==> config.mk <==
export PLATFORM = sky130hd
export DESIGN_NAME = uart_tx
export DESIGN_NICKNAME = d
export VERILOG_FILES = /design/src/rtl/uart_tx.sv
export SDC_FILE = /design/constraint.sdc
export NUM_CORES = 1
export LEC_CHECK = 0
export CORE_MARGIN = 4
export CORE_UTILIZATION = 63
export DETAILED_ROUTE_END_ITERATION = 16
export DONT_BUFFER_PORTS = 1
export MAX_ROUTING_LAYER = met4
export PLACE_DENSITY = 0.91
export RECOVER_POWER = 50
export REMOVE_ABC_BUFFERS = 1
export SYNTH_ARGS = -nofsm -noshare
export SYNTH_HDL_FRONTEND = slang
export SYNTH_SLANG_ARGS = --single-unit
==> constraint.sdc <==
create_clock -name clk -period 3.8 [get_ports clk]
set_clock_uncertainty 0.05 [all_clocks]
set_input_delay 0.76 -clock clk [delete_from_list [all_inputs] [get_ports clk]]
set_output_delay 0.76 -clock clk [all_outputs]
set_load 0.005 [all_outputs]
==> src/rtl/uart_tx.sv <==
// Transmit half of a UART: byte FIFO feeding an 8N1 serialiser, LSB first.
// tx_int pulses for one cycle when the last frame finishes and the FIFO is empty.
module uart_tx #(
    parameter int CLK_FREQ   = 10_000_000,
    parameter int BAUD       = 9600,
    parameter int FIFO_DEPTH = 8
) (
    input  logic                              clk,
    input  logic                              rst,
    input  logic                              wr_en,
    input  logic [7:0]                        wr_data,
    output logic                              full,
    output logic                              empty,
    output logic [$clog2(FIFO_DEPTH+1)-1:0]   count,
    output logic                              busy,
    output logic                              tx,
    output logic                              tx_int
);

    localparam int DIVISOR = CLK_FREQ / BAUD;
    localparam int BAUD_W  = (DIVISOR > 2) ? $clog2(DIVISOR) : 1;
    localparam int PTR_W   = (FIFO_DEPTH > 1) ? $clog2(FIFO_DEPTH) : 1;
    localparam int CNT_W   = $clog2(FIFO_DEPTH + 1);

    if (FIFO_DEPTH < 1) begin : g_bad_depth
        $error("uart_tx: FIFO_DEPTH must be at least 1");
    end
    if (DIVISOR < 2) begin : g_bad_divisor
        $error("uart_tx: CLK_FREQ/BAUD must be at least 2");
    end

    typedef enum logic [1:0] {
        IDLE  = 2'd0,
        START = 2'd1,
        DATA  = 2'd2,
        STOP  = 2'd3
    } state_t;

    state_t              state_q, state_d;
    logic [BAUD_W-1:0]   baud_q, baud_d;
    logic [2:0]          bit_q, bit_d;
    logic [7:0]          shift_q, shift_d;
    logic [PTR_W-1:0]    wr_ptr_q, wr_ptr_d;
    logic [PTR_W-1:0]    rd_ptr_q, rd_ptr_d;
    logic [CNT_W-1:0]    count_q, count_d;
    logic                full_q, full_d;
    logic                empty_q, empty_d;
    logic                tx_q, tx_d;
    logic                busy_q, busy_d;
    logic                tx_int_q, tx_int_d;
    logic [7:0]          mem_q [FIFO_DEPTH];

    logic                bit_end;
    logic                push;
    logic                pop;

    function automatic logic [PTR_W-1:0] ptr_inc(input logic [PTR_W-1:0] p);
        return (p == PTR_W'(FIFO_DEPTH - 1)) ? '0 : p + 1'b1;
    endfunction

    assign bit_end = (baud_q == BAUD_W'(DIVISOR - 1));
    // A write against a full FIFO is dropped even if a pop frees a slot this cycle.
    assign push    = wr_en && !full_q;

    // State register and all datapath flops
    always_ff @(posedge clk or posedge rst) begin
        if (rst) begin
            state_q  <= IDLE;
            baud_q   <= '0;
            bit_q    <= '0;
            shift_q  <= '0;
            wr_ptr_q <= '0;
            rd_ptr_q <= '0;
            count_q  <= '0;
            full_q   <= 1'b0;
            empty_q  <= 1'b1;
            tx_q     <= 1'b1;
            busy_q   <= 1'b0;
            tx_int_q <= 1'b0;
        end else begin
            state_q  <= state_d;
            baud_q   <= baud_d;
            bit_q    <= bit_d;
            shift_q  <= shift_d;
            wr_ptr_q <= wr_ptr_d;
            rd_ptr_q <= rd_ptr_d;
            count_q  <= count_d;
            full_q   <= full_d;
            empty_q  <= empty_d;
            tx_q     <= tx_d;
            busy_q   <= busy_d;
            tx_int_q <= tx_int_d;
        end
    end

    always_ff @(posedge clk) begin
        if (push) begin
            mem_q[wr_ptr_q] <= wr_data;
        end
    end

    // Next-state logic; a STOP with more data queued goes straight to START.
    always_comb begin
        state_d = state_q;
        pop     = 1'b0;
        case (state_q)
            IDLE: begin
                if (!empty_q) begin
                    pop     = 1'b1;
                    state_d = START;
                end
            end
            START: begin
                if (bit_end) begin
                    state_d = DATA;
                end
            end
            DATA: begin
                if (bit_end && bit_q == 3'd7) begin
                    state_d = STOP;
                end
            end
            STOP: begin
                if (bit_end) begin
                    if (!empty_q) begin
                        pop     = 1'b1;
                        state_d = START;
                    end else begin
                        state_d = IDLE;
                    end
                end
            end
            default: state_d = IDLE;
        endcase
    end

    always_comb begin
        baud_d = (state_q == IDLE || bit_end) ? '0 : baud_q + 1'b1;

        bit_d = bit_q;
        if (state_q != DATA) begin
            bit_d = '0;
        end else if (bit_end) begin
            bit_d = bit_q + 3'd1;
        end

        shift_d = shift_q;
        if (pop) begin
            shift_d = mem_q[rd_ptr_q];
        end else if (state_q == DATA && bit_end) begin
            shift_d = {1'b0, shift_q[7:1]};
        end

        wr_ptr_d = push ? ptr_inc(wr_ptr_q) : wr_ptr_q;
        rd_ptr_d = pop  ? ptr_inc(rd_ptr_q) : rd_ptr_q;

        count_d = count_q;
        case ({push, pop})
            2'b10:   count_d = count_q + 1'b1;
            2'b01:   count_d = count_q - 1'b1;
            default: count_d = count_q;
        endcase

        full_d  = (count_d == CNT_W'(FIFO_DEPTH));
        empty_d = (count_d == '0);
    end

    // Outputs are registered from the next state so tx changes on the entry edge.
    always_comb begin
        tx_d = 1'b1;
        case (state_d)
            START:   tx_d = 1'b0;
            DATA:    tx_d = shift_d[0];
            default: tx_d = 1'b1;
        endcase
        busy_d   = (state_d != IDLE);
        tx_int_d = (state_q == STOP) && bit_end && empty_q;
    end

    assign full   = full_q;
    assign empty  = empty_q;
    assign count  = count_q;
    assign busy   = busy_q;
    assign tx     = tx_q;
    assign tx_int = tx_int_q;

endmodule
==> summary by stage, run 1 <==
Global route
Entering global routing, the biggest net connects 40 pins. The first global-routing pass estimated about 14000 um of wire. The aggregate global routing overflow is 0. The total routing usage reported by global routing is between 20% and 30%.

The number of global-route vias before repair came to 2622. The number of antenna violations at the first check in global routing is 0.

Job
The max-cap check violation count is 1.

Timing
The number of failing setup endpoints in the final timing report is 0. Setup repair after global routing left no endpoint under its margin. The count of pins over their slew limit is 40. The count of final hold-check violations is 0. The transition time at the pin with the least slew margin is between 2000 and 2500 ps.

The post-route clock period utilization is 83.02%. The smallest hold slack is around 420 ps. Based on the critical path, the design can be clocked at up to 317.0 MHz. The worst path setup slack after routing is about 650 ps. The shortest clock period the worst path allows after layout is about 3200 ps. The relative slew slack is -42.15%.

For the final routed database, the setup TNS stands at 0 ps.

Setup path
The minimum setup slack among reg-to-reg paths is between 600 and 700 ps. STA puts the critical path data required time at 4060 ps. STA classifies the critical path startpoint as a flop.

The largest driver fanout on the critical path is 7. The startpoint of the worst setup timing path is state_q[0]. The worst register-to-register path ends at full. The type of the worst setup path is reg2reg. The arrival time at the worst endpoint is roughly 3400 ps. The worst reg-to-reg path cell count is 12.

The launch point of the worst reg-to-reg path is state_q[0]. The nature of the critical path endpoint is a flop. The most critical setup path has its endpoint at full.

Drt
The post-detailed-route count of antenna-violating nets is 0. The total number of vias is around 2500. In this run, the number of DRC markers left after iteration 0 of detailed routing was slightly below 200. The first-pass iteration count of the detailed router is 5. Wires add up to approximately 8000 um. The routed length per placed instance is between 15 and 20 um. In the routed design, unresolved DRC markers number 0. In the routed layout, each cell is associated on average with a via count of between 6 and 7.

Synth
The distinct cell type count after synthesis is 44. The yosys synthesis warning count is 0. In this run, synthesis inferred between 60 and 70 flip-flops with an integrated enable. The post-synthesis share of cell area spent on full adders, half adders and majority gates is between 4 and 5%. The fraction of registers with async set or reset after synthesis is a little under two fifths.

The synthesized-area fraction occupied by ao, oa, aoi and oai cells is between 3 and 4%. Sequential elements use 63.82% of the synthesized area. Summing the areas of all and, or, nand and nor instances in the mapped netlist gives 9.884% of the synthesized area. For this run, the leading register cell type out of synthesis is sky130_fd_sc_hd__edfxtp_1. After synthesis the cells add up to 0.004544 mm^2.

In the synthesized netlist, the number of instances is between 300 and 400. The parity-gate share of the synthesized area counting xor and xnor cells is ~3.4%. The post-synthesis area per instance is roughly 15 um^2. Of the post-synthesis cell area, the part taken by muxes is a little over an eighth. The largest family of logic cells by synthesized area is multiplexers. The total of flip-flops plus latches after synthesis is ~100.

Final layout
In the final layout, the share of cells above drive strength 1 is between 10% and 20%. The post-synthesis to final-layout area growth is 7.269%. The final net count is ~340. The antenna cell count is 0.

CTS
The H-tree was split into 3 levels. TritonCTS built the clock tree. The setup fix buffers added after clock tree synthesis is 0.

No sink is reached through more buffers than the 2 on the longest clock path. In this run, CTS created clock tree buffers numbering 9. The clock latency reported for the late side of the worst-skew pair is 370 ps.

The clock-pin slew of the registers on the worst-case setup and hold paths is ~110 ps. Clock tree synthesis selected as its root buffer the cell sky130_fd_sc_hd__clkbuf_8. After clock tree synthesis, the flow added hold-fix buffers numbering 0. After clock tree synthesis, the repair step resized 0 gates. CTS saw ~100 sinks.

Hold path
The worst hold path depth is 0. The classification of the worst-slack hold path is in2reg.

Power
Summed over all nets, the switching power comes to 0.001200 W. In this run the power density over the cells is around 700 mW/mm^2. The clock network fraction of design power is approximately a fifth.

The relative contribution of combinational cells to total power is roughly 30%. The highest ir drop seen on vdd is 0.5452 mV. The internal power is approximately 0.0022 W. Of the total power, the share spent switching nets is about a third.

The sequential share of power is 49.7%. For this design the static power due to leakage is about 1.9 nW.

Floorplan
The die height is between 90 and 100 um. The chip width is 92.93 um. Once the floorplan was initialized, standard cells occupied 65.80% of the core. The overall die area is about 0.0086 mm^2. The number of placement rows is 30.

The core area is between 0.006 and 0.007 mm^2. The number of top-level pins is 20.

Place
Before CTS, the worst setup slack after placement is 678.7 ps. Port buffering added 0 buffers. The half-perimeter wire length after detailed placement is 5464 um. The routability congestion estimate is a little under 0.9.

Run status
The flow ran to the end, but the final reports show violations. The final reports fail on max-capacitance violations, max-slew violations.
## synth_stat cells, types with 2 or more instances
cell / n / area (um^2)
sky130_fd_sc_hd__xnor2_1: 6 / 52.55
sky130_fd_sc_hd__a21oi_1: 6 / 30.03
sky130_fd_sc_hd__nor3b_1: 3 / 22.52
sky130_fd_sc_hd__dfstp_2: 2 / 52.55
sky130_fd_sc_hd__nor2_1: 25 / 93.84
sky130_fd_sc_hd__xor2_1: 9 / 78.83
sky130_fd_sc_hd__buf_2: 4 / 20.02
sky130_fd_sc_hd__nand2_1: 22 / 82.58
sky130_fd_sc_hd__nor2b_1: 5 / 31.28
sky130_fd_sc_hd__o21ai_0: 10 / 50.05
sky130_fd_sc_hd__mux2_2: 11 / 123.9
sky130_fd_sc_hd__nand3_1: 8 / 40.04
sky130_fd_sc_hd__inv_1: 9 / 33.78
sky130_fd_sc_hd__nor3_1: 4 / 20.02
sky130_fd_sc_hd__edfxtp_1: 64 / 1922
sky130_fd_sc_hd__ha_1: 15 / 187.7
sky130_fd_sc_hd__clkbuf_1: 4 / 15.01
sky130_fd_sc_hd__and2_1: 2 / 12.51
sky130_fd_sc_hd__a21oi_2: 2 / 17.52
sky130_fd_sc_hd__dfrtp_1: 37 / 925.9
sky130_fd_sc_hd__nand2b_1: 4 / 25.02
sky130_fd_sc_hd__mux2i_1: 12 / 120.1
sky130_fd_sc_hd__mux4_2: 16 / 360.4
sky130_fd_sc_hd__a21o_1: 2 / 15.01
## kinds of logic (layout without fill, tap and decap cells)
| family | Yosys count | in the layout |
|---|---|---|
| compound gates | 27 | 27 |
| xor+xnor | 16 | 16 |
| fa+ha+maj | 15 | 15 |
| buf+inv | 18 | 30 |
| flops | 103 | 103 |
| mux | 39 | 39 |
| simple gates | 84 | 84 |
## layout by cell type, fill, tap and decap left out, drive strengths merged, types with 3 or more instances in the layout
cell    netlist  layout
clkbuf        4      10
nand2b        4       4
mux2         11      11
nor3          4       4
nand2        22      22
mux4         16      16
buf           5       4
mux2i        12      12
clkinv        0       5
nor3b         3       3
ha           15      15
nand4         3       3
o21ai        10      10
nand3         9       9
nor2         25      25
xnor2         6       6
a21oi         8       8
edfxtp       64      64
inv           9      11
dfrtp        37      37
xor2          9       9
nor2b         5       5
## sequential cells by signal (all words and copies together), names as in the netlist, 2 cells and up
| name | cells |
|---|---|
| baud_q | 11 |
| bit_q | 3 |
| count | 4 |
| mem_q | 64 |
| rd_ptr_q | 3 |
| shift_q | 8 |
| state_q | 2 |
| wr_ptr_q | 3 |
## worst min-delay path by stage
stage | from | endpoint | slack (ps)
2_1_floorplan | baud_q[0] | baud_q[0] | 430
3_3_place_gp | baud_q[0] | baud_q[0] | 450
3_5_place_dp | baud_q[0] | baud_q[0] | 470
4_1_cts | rst | baud_q[10] | 360
5_1_grt | wr_data[1] | mem_q[3][1] | 390
6_report | wr_data[1] | mem_q[1][1] | 420
## layout make-up
type	instances	area, um^2
flip-flops and latches	103	2900
fillers	443	2032
multi-input cells	181	1572
clock buffers	9	123.9
well taps	96	120.1
clock inverters	7	91.34
repair buffers	5	33.78
inverters	9	33.78
## power groups by stage
stage	combinational, W	sequential, W	clock [W]
CTS	0.00105	0.00172	0.000697
global placement	0.000970	0.00172	0
finish	0.00105	0.00171	0.000684
floorplan	0.000793	0.00167	0
global route	0.00116	0.00176	0.000738
detailed placement	0.00104	0.00174	0
## worst max-delay path: stages, from the launching register on
cell and delay, ps:
sky130_fd_sc_hd__dfrtp_1 430, sky130_fd_sc_hd__inv_1 100, sky130_fd_sc_hd__ha_1 320, sky130_fd_sc_hd__nor3b_1 330, sky130_fd_sc_hd__nand4_4 190, sky130_fd_sc_hd__nand2_1 160
sky130_fd_sc_hd__ha_1 320, sky130_fd_sc_hd__nor3b_1 330, sky130_fd_sc_hd__and4_1 240, sky130_fd_sc_hd__o2bb2ai_1 130, sky130_fd_sc_hd__a211oi_2 70, sky130_fd_sc_hd__xnor2_1 280
sky130_fd_sc_hd__nor2b_1 170
## per-stage QoR
stage | std cells | utilization, % | instance area, um^2 | power, W
2_1_floorplan | 293 | - | 4506 | 0.002465
3_3_place_gp | 394 | 67.52 | 4663 | 0.002688
3_5_place_dp | 394 | 67.52 | 4663 | 0.002779
4_1_cts | 410 | 70.63 | 4878 | 0.003468
5_1_grt | 410 | 70.58 | 4875 | 0.003652
6_report | 410 | 70.58 | 4875 | 0.003448
## routing by layer
metal / wire (um) / GRT usage [%] / up-vias
li1: - / - / 1133
met1: 3178 / 27.27 / 1242
met2: 4172 / 34.31 / 87
met3: 478 / 5.768 / 23
met4: 232 / 7.570 / 0
met5: 0 / - / -
Power figures use the tool's default switching activity.
==> run 2: changes to the inputs <==
- CORE_UTILIZATION: 63 -> 57
- PLACE_DENSITY: 0.91 -> 0.87
- clock period: 3.8 -> 2.6 ns (I/O delays scaled with it)
==> run 2 against run 1 <==
Against the previous run: the flow finishes with violations (max-capacitance violations, max-slew violations, negative setup slack); first-iteration DRC count fell by 15%; register-to-register slack worse by 670 ps; clock power grew 39%; cell area is 5.8% higher; critical endpoint unchanged; largest power group unchanged; highest routed layer unchanged.
==> summary by stage, run 2 (synthesized netlist as in run 1, its figures left out) <==
Setup path
The type of the worst setup path is reg2reg. The worst setup path is launched from a flop. The arrival time at the worst endpoint is 2840 ps (-570 ps). The largest individual stage delay along the critical path comes from the cell sky130_fd_sc_hd__dfrtp_1. The data required time of the worst path came to 2810 ps (-1250 ps). The delay of the slowest cell on the worst path is 400 ps (-30 ps).

The signal on the critical path passes through inv_2 -> ha_4 -> nor3b_2 -> buf_4 -> nand4_4 -> buf_6 -> a21oi_4 -> xor2_1 -> ha_2 -> a21oi_2 -> xor3_1 -> a32oi_2 -> nor2b_1. Grouping stages by cell kind, the critical path spends the most delay in XOR/XNOR gates. The minimum setup slack among reg-to-reg paths is -20 ps (-670 ps). STA classifies the critical path endpoint as a flop. The worst reg-to-reg path cell count is 13 (+1). The largest driver fanout on the critical path is 2 (-5). The worst path buffer plus inverter count was 3 (+2). The worst register-to-register path ends at full. The startpoint identified for the worst register-to-register timing path is state_q[0].

Timing
The count of pins over their slew limit is 40 (unchanged). The count of final hold-check violations is 0 (unchanged). The post-route clock period utilization is 100.9% (+18 points). The number of failing setup endpoints in the final timing report is 1 (+1).

The transition time at the pin with the least slew margin is 2073 ps (-59.53 ps). The maximum achievable frequency was 381.1 MHz (+20%). The worst path setup slack after routing is -23.93 ps (-669.1 ps). The total negative setup slack is -23.93 ps (-23.93 ps).

The shortest clock period the worst path allows after layout was 2624 ps (-530.9 ps). Setup repair after global routing could not meet its margin everywhere. The relative slew slack is -38.18% (+4.0 points).

Power
The net switching fraction of the power is 34.00% (-0.81 points). The total power came to 0.005288 W (+53%). The leakage power summed over all cells is 2.041 nW (+8.1%). The net switching component of the power is 0.001798 W (+50%). The sequential share of power is 46.6% (-3.1 points). The clock network fraction of design power is 18.0% (-1.8 points). The highest ir drop seen on vdd is 0.5570 mV (+2.2%).

The relative contribution of combinational cells to total power is 35.4% (+5.0 points). The internal power came to 0.003490 W (+55%). The total power per unit cell area is 1025 mW/mm^2 (+45%).

Drt
The first-pass iteration count of the detailed router was 4 (-1). The per-cell via count in the routed design is 5.703 (-5.9%). The number of design-rule violations left by the first detailed-router iteration was 169 (-15%). The routed length per placed instance is 18.56 um (-5.6%). The final routed DRC violation total is 0 (unchanged). The post-detailed-route count of antenna-violating nets came to 0 (unchanged).

The total number of vias is 2538 (+2.1%). The total wire length came to 8261 um (+2.5%).

CTS
The maximum level of the CTS H-tree is 3 (unchanged). The count of hold-fix buffers inserted at cts came to 0 (unchanged). The clock-pin slew of the registers on the worst-case setup and hold paths is 100 ps (about the same). The clock tree from TritonCTS is built. The clock latency reported for the late side of the worst-skew pair is 370 ps (about the same). The clock sink count is 103 (unchanged). The maximum count of clock buffers along a single path is 2 (unchanged).

The number of CTS-inserted buffers is 9 (unchanged). The root buffer selected by CTS is sky130_fd_sc_hd__clkbuf_8.

Global route
The global routing's busiest layer is met2. The maximum number of pins on one net before global-route repair is 40 (unchanged). The number of antenna violations at the first check in global routing is 0 (unchanged). The total routing usage reported by global routing was 18.70% (-2.9 points). The met2 track utilization from global routing came to 30.47% (-3.8 points).

The aggregate global routing overflow is 0 (unchanged). The number of global-route vias before repair was 2643 (+0.80%). The global routing met3 resource utilization is 3.589% (-2.2 points).

The met1 track demand over resource is 23.59% (-3.7 points). The wire length of the first global-routing pass is 13410 um (-1.2%).

Final layout
From synthesis to final layout, the design area changed by 13.49%. The fraction of final layout cells with drive strength greater than 1 was 29.15% (+11 points). The final net count is 364 (+8.7%). The register bank with the most flops is mem_q. The multi-input gate area in the final layout is 0.001652 mm^2 (+5.1%).

The flip-flop count of the largest register after layout is 64 (unchanged). Leaving out fill and tap cells, the most frequent cells in the layout are sky130_fd_sc_hd__edfxtp_1 (64), sky130_fd_sc_hd__dfrtp_1 (37), sky130_fd_sc_hd__buf_4 (32). The largest registers in the layout are mem_q: 64 flops, baud_q: 11 flops, shift_q: 8 flops.

The number of cells in the finished layout apart from fillers came to 445 (+8.5%). The register area is 0.002900 mm^2 (unchanged). The most common library cell in the layout ignoring fill and taps is sky130_fd_sc_hd__edfxtp_1.

The antenna cell count is 0 (unchanged). The final-layout fill cell count is 518 (+17%).

Floorplan
The die height is 97.29 um (+4.7%). The number of top-level pins is 20 (unchanged). The core area came to 0.007727 mm^2 (+12%). The starting density of the core is 58.81% (-7.0 points).

The number of placement rows is 32 (+6.7%). The overall die area is 0.009465 mm^2 (+9.6%). The chip width is 97.29 um (+4.7%).

Place
The half-perimeter wire length after detailed placement is 5317 um (-2.7%). The post-place setup slack was -199.9 ps (-878.7 ps). The number of placed cells counting well taps is 423 (+7.4%). The number of port buffers is 0 (unchanged).

The routability congestion estimate came to 0.8447 (-4.3%).

Hold path
The path with the worst hold slack has its endpoint at mem_q[7][3]. In this run the most critical hold path is launched from wr_data[3]. The worst hold path depth came to 0 (unchanged). In this run the worst hold path is classified as in2reg.

Run status
The flow ran to the end, but the final reports show violations. The final reports fail on max-capacitance violations, max-slew violations, negative setup slack.

Job
The max-cap check violation count came to 1 (unchanged).
==> run 2: per-stage QoR <==
step | util [%] | instance area (um^2) | hold slack [ps]
3_5_place_dp | 62.68 | 4843 | 474.4
6_report | 66.74 | 5157 | 188.7
4_1_cts | 65.90 | 5092 | 110.3
5_1_grt | 66.74 | 5157 | 155.1
3_3_place_gp | 62.68 | 4843 | 466.2
2_1_floorplan | - | 4506 | 425.5
==> run 2: power by group through the flow <==
stage	Combinational (W)	Clock (W)	Sequential, W
floorplan	0.00116	0	0.00244
global placement	0.00160	0	0.00246
detailed placement	0.00168	0	0.00249
CTS	0.00177	0.000965	0.00246
global route	0.00205	0.00106	0.00252
finish	0.00187	0.000950	0.00247
==> run 2: area by class of cell <==
cell class / count / area share [%]
Tap cell: 102 / 2.475
Multi-Input combinational cell: 181 / 32.02
Sequential cell: 103 / 56.23
Inverter: 9 / 0.6550
Timing Repair Buffer: 34 / 4.949
Clock inverter: 7 / 1.262
Clock buffer: 9 / 2.402
==> run 2: layer usage <==
layer  routed length (um)  share of wire [%]
met1                 3430                 42
met2                 4354                 53
met3                  296                3.6
met4                  180                2.2
met5                    0                  0
==> run 2: repair_timing <==
| item | in CTS | in global routing |
|---|---|---|
| setup endpoints to repair | 4 | 4 |
| pin swaps | 5 | 8 |
| cloned | 0 | 0 |
| resized for setup | 7 | 9 |
| buffers inserted | 3 | 3 |
| hold endpoints to repair | 0 | 0 |
==> run 2: worst max-delay path by stage <==
stage | startpoint | end | cells past startpoint | slack (ps)
floorplan | state_q[0] | full | 12 | -500
global placement | state_q[1] | full | 13 | -10
detailed placement | state_q[1] | full | 13 | -200
CTS | state_q[1] | full | 13 | 7
global route | state_q[0] | full | 13 | -160
finish | state_q[0] | full | 13 | -20
